<file path="src/rtl/key_matrix_pkg.sv">
// Shared constants for the key matrix scanner: matrix geometry, address fields, read bits.
// Latency: n/a (constants and a pure function only).
// Backpressure: n/a.
package key_matrix_pkg;

  localparam int ROW_COUNT = 8;
  localparam int COL_COUNT = 8;
  localparam int KEY_COUNT = ROW_COUNT * COL_COUNT;

  // Word-address fields: key index is {row, col} = address[7:2].
  localparam int ROW_LSB        = 5;
  localparam int COL_LSB        = 2;
  localparam int STATUS_SEL_BIT = 8;

  // readData bit positions.
  localparam int STABLE_BIT    = 0;
  localparam int EVENT_BIT     = 1;
  localparam int ANY_EVENT_BIT = 8;

  // Active-low one-hot drive pattern for a row.
  function automatic logic [ROW_COUNT-1:0] row_drive(input logic [2:0] r);
    return ~(8'b1 << r);
  endfunction

endpackage

</file>
<file path="src/rtl/key_debounce_cell.sv">
// Per-key debouncer: flips stable after DEBOUNCE_SCANS consecutive disagreeing samples.
// Latency: stable/eventFlag update on the edge of the qualifying sample.
// Backpressure: none; a set event wins over a same-cycle clear.
module key_debounce_cell #(
  parameter int DEBOUNCE_SCANS = 4
) (
  input  logic clk,
  input  logic reset,
  input  logic sample,
  input  logic sampleEnable,
  input  logic clearEvent,
  output logic stable,
  output logic eventFlag
);

  localparam int CW = $clog2(DEBOUNCE_SCANS + 1);

  logic [CW-1:0] cnt;
  logic [CW-1:0] cnt_inc;
  logic          toggle;
  logic          set_event;

  assign cnt_inc   = cnt + CW'(1);
  assign toggle    = sampleEnable && (sample != stable) && (cnt_inc == CW'(DEBOUNCE_SCANS));
  assign set_event = toggle && !stable;

  // Count disagreeing samples, flip stable on the Nth, latch press events until read.
  always_ff @(posedge clk) begin
    if (reset) begin
      cnt       <= '0;
      stable    <= 1'b0;
      eventFlag <= 1'b0;
    end else begin
      if (sampleEnable) begin
        if (sample == stable) begin
          cnt <= '0;
        end else if (toggle) begin
          cnt    <= '0;
          stable <= ~stable;
        end else begin
          cnt <= cnt_inc;
        end
      end
      eventFlag <= set_event | (eventFlag & ~clearEvent);
    end
  end

endmodule

</file>
<file path="src/rtl/key_matrix_peripheral.sv">
// Read-only 8x8 key matrix scanner: row drive, column sync, 64 debouncers, bus read mux.
// Latency: reads return one clock after isTarget; column change reaches the sampler in 2 clocks.
// Backpressure: none; a read is accepted on every cycle isTarget is high.
module key_matrix_peripheral
  import key_matrix_pkg::*;
#(
  parameter int SETTLE_CYCLES  = 256,
  parameter int DEBOUNCE_SCANS = 4
) (
  input  logic        clk,
  input  logic        reset,
  input  logic        isTarget,
  input  logic [27:0] address,
  input  logic [7:0]  keyMatrixColumn,
  output logic [7:0]  keyMatrixRow,
  output logic [31:0] readData
);

  localparam int SW = (SETTLE_CYCLES > 1) ? $clog2(SETTLE_CYCLES) : 1;

  logic [7:0]           sync1;
  logic [7:0]           sync2;
  logic [2:0]           row;
  logic [SW-1:0]        settle_cnt;
  logic                 scan_tick;
  logic [KEY_COUNT-1:0] stable_q;
  logic [KEY_COUNT-1:0] event_q;
  logic [KEY_COUNT-1:0] clear_sel;
  logic [5:0]           key_idx;
  logic [2:0]           addr_row;
  logic [31:0]          read_next;
  logic                 unused_addr_bits;

  assign scan_tick        = (settle_cnt == SW'(SETTLE_CYCLES - 1));
  assign key_idx          = address[ROW_LSB+2:COL_LSB];
  assign addr_row         = address[ROW_LSB+2:ROW_LSB];
  assign unused_addr_bits = ^{address[27:9], address[1:0]};

  // Two-flop synchronizer on the asynchronous column lines; idle level is released (1).
  always_ff @(posedge clk) begin
    if (reset) begin
      sync1 <= 8'hFF;
      sync2 <= 8'hFF;
    end else begin
      sync1 <= keyMatrixColumn;
      sync2 <= sync1;
    end
  end

  // Settle counter and row pointer; the drive register trails the pointer by one clock.
  always_ff @(posedge clk) begin
    if (reset) begin
      row          <= 3'd0;
      settle_cnt   <= '0;
      keyMatrixRow <= 8'hFE;
    end else begin
      keyMatrixRow <= row_drive(row);
      if (scan_tick) begin
        settle_cnt <= '0;
        row        <= row + 3'd1;
      end else begin
        settle_cnt <= settle_cnt + SW'(1);
      end
    end
  end

  genvar gr, gc;
  generate
    for (gr = 0; gr < ROW_COUNT; gr++) begin : g_row
      for (gc = 0; gc < COL_COUNT; gc++) begin : g_col
        key_debounce_cell #(
          .DEBOUNCE_SCANS(DEBOUNCE_SCANS)
        ) u_cell (
          .clk          (clk),
          .reset        (reset),
          .sample       (~sync2[gc]),
          .sampleEnable (scan_tick && (row == 3'(gr))),
          .clearEvent   (clear_sel[gr*COL_COUNT+gc]),
          .stable       (stable_q[gr*COL_COUNT+gc]),
          .eventFlag    (event_q[gr*COL_COUNT+gc])
        );
      end
    end
  endgenerate

  // Key-register reads clear the addressed key's event; status reads clear nothing.
  always_comb begin
    clear_sel = '0;
    if (isTarget && !address[STATUS_SEL_BIT]) begin
      clear_sel[key_idx] = 1'b1;
    end
  end

  // Read mux: single-key view or whole-row status with the any-event summary.
  always_comb begin
    read_next = 32'h0;
    if (address[STATUS_SEL_BIT]) begin
      read_next[7:0]           = stable_q[{addr_row, 3'b000} +: 8];
      read_next[ANY_EVENT_BIT] = |event_q;
    end else begin
      read_next[STABLE_BIT] = stable_q[key_idx];
      read_next[EVENT_BIT]  = event_q[key_idx];
    end
  end

  // Registered read data, held while the peripheral is not addressed.
  always_ff @(posedge clk) begin
    if (reset) begin
      readData <= 32'h0;
    end else if (isTarget) begin
      readData <= read_next;
    end
  end

endmodule

</file>
<file path="config.mk">
export PLATFORM = sky130hd
export DESIGN_NAME = key_matrix_peripheral
export DESIGN_NICKNAME = d
export VERILOG_FILES = /design/src/rtl/key_matrix_pkg.sv /design/src/rtl/key_debounce_cell.sv /design/src/rtl/key_matrix_peripheral.sv
export SDC_FILE = /design/constraint.sdc
export NUM_CORES = 1
export LEC_CHECK = 0
export ABC_CLOCK_PERIOD_IN_PS = 2000
export CAP_MARGIN = 20
export CORE_ASPECT_RATIO = 1.1
export CORE_MARGIN = 3
export CORE_UTILIZATION = 35
export DETAILED_ROUTE_END_ITERATION = 10
export GPL_TIMING_DRIVEN = 0
export PLACE_DENSITY = 0.6
export SYNTH_ARGS = -nofsm -noshare
export SYNTH_HDL_FRONTEND = slang
export SYNTH_SLANG_ARGS = --single-unit
</file>
<file path="constraint.sdc">
create_clock -name clk -period 2 [get_ports clk]
set_input_delay 0.2 -clock clk [delete_from_list [all_inputs] [get_ports clk]]
set_output_delay 0.2 -clock clk [all_outputs]
set_load 0.005 [all_outputs]
</file>
# Word-level counts from Yosys, hierarchy flattened
# Index checks and enable logic that the tools add are counted.
op_classes:
  add_sub_neg: 66
  order_cmp: 2
  n_eq_ne: 200
  shifts: 2
  n_mux: 137
  bitwise_logic: 329
  reduce_logical: 334
ops:
  columns: ["operator", "n"]
  rows:
  - ["3-bit 2-to-1 mux", 128]
  - ["3-bit equality test, second input constant", 68]
  - ["1-bit logical AND", 202]
  - ["1-bit NOT", 200]
  - ["3-bit by 1-bit adder with 3-bit output, second input constant", 65]
  - ["3-bit AND reduction", 64]
  - ["1-bit logical NOT", 65]
  - ["1-bit bitwise AND", 64]
  - ["1-bit equality test", 64]
  - ["64-bit 2-to-1 mux", 1]
  - ["1-bit inequality test", 64]
  - ["1-bit bitwise OR", 64]
  - ["64-bit OR reduction", 1]
  - ["64-bit by 7-bit variable part select with 8-bit output", 1]
  - ["1-bit binary-select mux with 6-bit select", 2]
  - ["8-bit by 1-bit adder with 8-bit output, second input constant", 1]
  - ["8-bit equality test, second input constant", 1]
  - ["8-bit NOT", 1]
  - ["1-bit by 3-bit << shifter with 8-bit output, first input constant", 1]
  - ["6-bit by 7-bit less-than comparator with 1-bit output, second input constant", 1]
  - ["7-bit 2-to-1 mux", 1]
  - ["1-bit demux with 6-bit select", 1]
  - ["3-bit by 2-bit equality test with 1-bit output, second input constant", 2]
  - ["6-bit by 1-bit >= comparator with 1-bit output, second input constant", 1]
  - ["5 further kinds", 7]
totals:
  register_bits: 364
  in_bits: 39
  out_inout_bits: 40
  elab_cells: 1268

# Longest topological paths before layout
logic_depth:
  ltp_word: 8
  mapped_depth: 9
  ltp_nobuf: 7

# By module
# A second synthesis with hierarchy kept.
unflattened:
  cells_unflattened: 2021
  area_unflattened_um2: 19588.8
by_module_without_submodules:
  columns: ["mod", "instances", "cells_each", "area_each_um2"]
  rows:
  - ["key_debounce_cell", 64, 24, 246.5]
  - ["key_matrix_peripheral", 1, 485, 3813.7]

# Worst setup path before layout
# Ideal clock, no wire load.
synth_timing:
  kind: "register to register"
  startpoint: "reg settle_cnt[0]"
  endpoint: "reg g_row[1].g_col[0].u_cell.stable"
  t_arrival_ns: 1.708
  required_time_ns: 1.909
  setup_slack_ns: 0.201
  path_stages_with_launch: 9
  path_buffers: 2
  period_less_slack_ns: 1.799
  path_cell_list: "dfxtp_1 -> ha_1 -> nand3_4 -> nor4_4 -> and2_1 -> buf_2 -> buf_6 -> a21oi_1 -> a311oi_1"
synth_between:
  elab_chain_len: 5
synth_rtl:
  columns: ["element", "line", "text"]
  rows:
  - ["start, declared", "key_matrix_peripheral.sv:24", "logic [SW-1:0] settle_cnt;"]
  - ["start signal, assigned", "key_matrix_peripheral.sv:62", "settle_cnt <= settle_cnt + SW'(1);"]
  - ["8-bit equality test (*)", "key_matrix_peripheral.sv:34", "assign scan_tick = (settle_cnt == SW'(SETTLE_CYCLES - 1));"]
  - ["1-bit logical AND (*)", "key_matrix_peripheral.sv:77", ".sampleEnable (scan_tick && (row == 3'(gr))),"]
  - ["1-bit logical AND (2 in series)", "key_debounce_cell.sv:24", "assign toggle = sampleEnable && (sample != stable) && (cnt_inc == CW'(DEBOUNCE_SCANS));"]
  - ["3-bit AND reduction (no source line) (*)", null, null]
  - ["end signal, assigned", "key_debounce_cell.sv:39", "stable <= ~stable;"]
  - ["end, declared", "key_debounce_cell.sv:12", "output logic stable,"]
# Mark *: on every way between the ends. The rest lies on a longest branch, timed or not.
# A chain may end at the register's enable or synchronous reset.

# Worst setup path in the final report
layout_timing:
  startpoint: "reg sync2[7]"
  endpoint: "reg g_row[7].g_col[7].u_cell.eventFlag"
layout_between:
  elab_chain_len: 6
layout_rtl:
  columns: ["element", "line", "text"]
  rows:
  - ["start, declared", "key_matrix_peripheral.sv:22", "logic [7:0] sync2;"]
  - ["start signal, assigned", "key_matrix_peripheral.sv:46", "sync2 <= sync1;"]
  - ["1-bit NOT", "key_matrix_peripheral.sv:76", ".sample (~sync2[gc]),"]
  - ["1-bit inequality test", "key_debounce_cell.sv:24", null]
  - ["1-bit logical AND (2 in series)", "key_debounce_cell.sv:24", null]
  - ["1-bit logical AND", "key_debounce_cell.sv:25", "assign set_event = toggle && !stable;"]
  - ["1-bit bitwise OR", "key_debounce_cell.sv:44", "eventFlag <= set_event | (eventFlag & ~clearEvent);"]
  - ["end signal, assigned", "key_debounce_cell.sv:44", null]
  - ["end, declared", "key_debounce_cell.sv:13", "output logic eventFlag"]
# No other way between the ends.

==> flow_metrics.tcl <==
set metrics [dict create \
    antenna_found_initial 2 \
    cts_tree "done" \
    avgRoutedWirePerCell_um 25.1 \
    instances_no_fill 2951 \
    crit_fanout 10 \
    critical_path.cell_chain "clkbuf_2 > clkbuf_4 > nor2_1 > nand3_2 > a21oi_1" \
    tightestPinTransition_ns 1.20 \
    initialDrtViolationCount 1656 \
    fin_tns_setup_ns -0.0563 \
    drive_gt1_share_pct 14.0 \
    grt_pass1_wl_um 107000 \
    endpoint_kind "flip-flop" \
    ys_types 57 \
    htree_levels 2 \
    final_cell_mix "dfxtp_1, a21oi_1, nor2_1" \
    finalClockSkew_ns 0.0292 \
    globalplace.congestion 1.03 \
    grt_setup_unrepaired "yes" \
    period_share_pct 101 \
    critPathLaunchType "flip-flop" \
    holdWs_ns 0.106 \
    netlist_area_um2 18200 \
    ioPinCount 79 \
    grt_overflow 0 \
    ir_worst_vdd_v 0.000694 \
    crit_arrival_ns 2.43 \
    synth_seq_cells 364 \
    crit_slowest_cell "dfxtp_2" \
    finalMaxSlewViolations 0 \
    hold_viol_final 0 \
    cts-root-buf "clkbuf_16" \
    p_leak_nw 7.92 \
    synthCells 2160 \
    max_slew_margin_pct 19.8 \
    clock_tree.buffer_depth 3 \
    status "finished, violations left" \
    core-area_um2 50700 \
    grt_max_degree 14 \
    postPlaceCellArea_um2 19400 \
    drv_cap 0 \
    fillers 5025 \
    clk_pin_slew_worst_paths_ns 0.06 \
    clock-sinks 364 \
    io_buffers 28 \
    path_class "flip-flop to flip-flop" \
    synthFlopType "dfxtp_1" \
    fmax_mhz 493 \
    wirelength_um 74000 \
    dp.cells 2871 \
    ys.warnings.count 0 \
    area_growth_pct 18.0 \
    synth_edf_count 0 \
    powerDensity_nw_per_um2 753 \
    cp_slowest_stage_delay_ns 0.60 \
    grt_usage_pct 26.2 \
    final_common_cell "dfxtp_1" \
    async_flop_share_pct 0 \
    num_rows 86 \
    final_util_pct 42.3 \
    die_y_um 245 \
    via_per_inst 5.86 \
    critical_path_required_ns 2.40 \
    dp_hpwl_um 53700 \
    avgSynthCellArea_um2 8.41 \
    seq_area_um2 7310 \
    finalNetCount 2432 \
    violations "negative setup slack" \
    ant_nets 0 \
    final_area_um2 21400 \
    dr.pass1.iters 6 \
    ys_seq_area_share_pct 40.1 \
    clk_latency_ns 0.58 \
    post-place-ws_ns -1.49 \
    multi_input_area_um2 10100 \
    grt_pass1_vias 16500 \
    hold_path.class "input port to flip-flop" \
    initial_core_util_pct 35.8 \
    drc 0 \
    fin_ws_ns -0.0298 \
    die_area_um2 54700 \
    die_w_um 223 \
    num_vias 17300 \
    setup_viol_count_final 2 \
    timing.final.crit_period_ns 2.03 \
    finalPower_mw 16.1 \
    cts_buffers 41 \
]
-- state kept, by name, summed over array words and instances, names as in the netlist --
register                      count
g_row.g_col.u_cell.cnt          192
sync2                             8
readData                          9
g_row.g_col.u_cell.stable        64
sync1                             8
g_row.g_col.u_cell.eventFlag     64
keyMatrixRow                      8
row                               3
settle_cnt                        8
-- cell usage after synthesis (3+ instances only) --
| cell | count | area [um2] |
|---|---|---|
| dfxtp_1 | 364 | 7290 |
| a21oi_1 | 337 | 1690 |
| nor2_1 | 261 | 980 |
| nand3_1 | 148 | 741 |
| ha_1 | 135 | 1690 |
| clkbuf_1 | 98 | 368 |
| nand2_1 | 98 | 368 |
| nor3_1 | 92 | 460 |
| o21ai_0 | 75 | 375 |
| inv_1 | 71 | 267 |
| a311oi_1 | 67 | 587 |
| nor4_1 | 56 | 350 |
| buf_2 | 52 | 260 |
| xor2_1 | 42 | 368 |
| xnor2_1 | 28 | 245 |
| nand2b_1 | 27 | 169 |
| buf_4 | 26 | 195 |
| mux2i_1 | 26 | 260 |
| mux4_2 | 17 | 383 |
| a221oi_1 | 16 | 140 |
| or2_2 | 16 | 100 |
| a22oi_1 | 12 | 90.1 |
| mux2_2 | 11 | 124 |
| nor2b_1 | 11 | 68.8 |
| and2_1 | 9 | 56.3 |
| buf_6 | 9 | 101 |
| nand4_1 | 7 | 43.8 |
| a31oi_1 | 4 | 25.0 |
| nor3b_1 | 4 | 30.0 |
| a22o_1 | 3 | 26.3 |
| a32oi_1 | 3 | 26.3 |
| and3_1 | 3 | 18.8 |
| nand3b_1 | 3 | 22.5 |
-- cells by family (layout without fill, tap and decap cells) --
group | Yosys count | after routing | synth area share, %
multiplexers | 54 | 54 | 4.22
AO/OA/AOI/OAI | 535 | 535 | 17.1
other | 1 | 24 | 0.0206
XOR/XNOR | 70 | 70 | 3.38
AND/OR/NAND/NOR | 743 | 743 | 19.3
flip-flops | 364 | 364 | 40.1
buffers and inverters | 258 | 366 | 6.60
adder cells (fa/ha/maj) | 135 | 135 | 9.30
-- path summary, 6_finish.rpt --
kind                            cells past startpoint  slack [ns]           startpoint                                       endpoint
worst max-delay path                                5       -0.03  sync2[7]$_SDFF_PP1_  g_row[7].g_col[7].u_cell.eventFlag$_SDFF_PP0_
worst min-delay path                                3        0.11             isTarget                       readData[8]$_SDFFE_PP0P_
worst max register to register                      5       -0.03  sync2[7]$_SDFF_PP1_  g_row[7].g_col[7].u_cell.eventFlag$_SDFF_PP0_
worst min register to register                      1        0.40  sync1[2]$_SDFF_PP1_                            sync2[2]$_SDFF_PP1_
-- power breakdown --
group	leakage [nW]	internal [mW]	switching (mW)
combinational	4.29	0.237	0.680
clock	0.699	4.66	3.23
sequential	2.93	7.27	0.0575
-- worst max-delay path: cells and delay by family, from the launching register on --
family	cells	cell delay [ns]
buffers and inverters	2	0.93
AND/OR/NAND/NOR	2	0.24
AO/OA/AOI/OAI	1	0.08
flip-flops	1	0.60
-- timing repair --
action	in CTS	in global routing
hold buffers	0	0
setup buffers	4	9
endpoints found under the setup margin	326	237
cloned	0	1
resized for setup	97	92
pin swaps	6	8
-- area by class of cell --
| cell class | count | area share (%) |
|---|---|---|
| diodes | 1 | 0.0117 |
| clock inverters | 12 | 0.666 |
| plain buffers | 177 | 5.09 |
| clock buffers | 63 | 5.93 |
| well taps | 660 | 3.85 |
| multi-input cells | 1560 | 47.0 |
| flip-flops and latches | 364 | 34.1 |
| inverters | 71 | 1.24 |
| repair buffers | 43 | 2.07 |
-- routing by layer --
metal	wire (um)	vias to the layer above	share of wire (%)	track usage (%)
met4	5230	0	7.1	14.8
met1	29700	8405	40	32.5
li1	-	7857	-	-
met2	32900	800	44	41.9
met5	0	-	0	0
met3	6180	242	8.4	5.80
No activity file was read; power rests on OpenSTA's default activity.
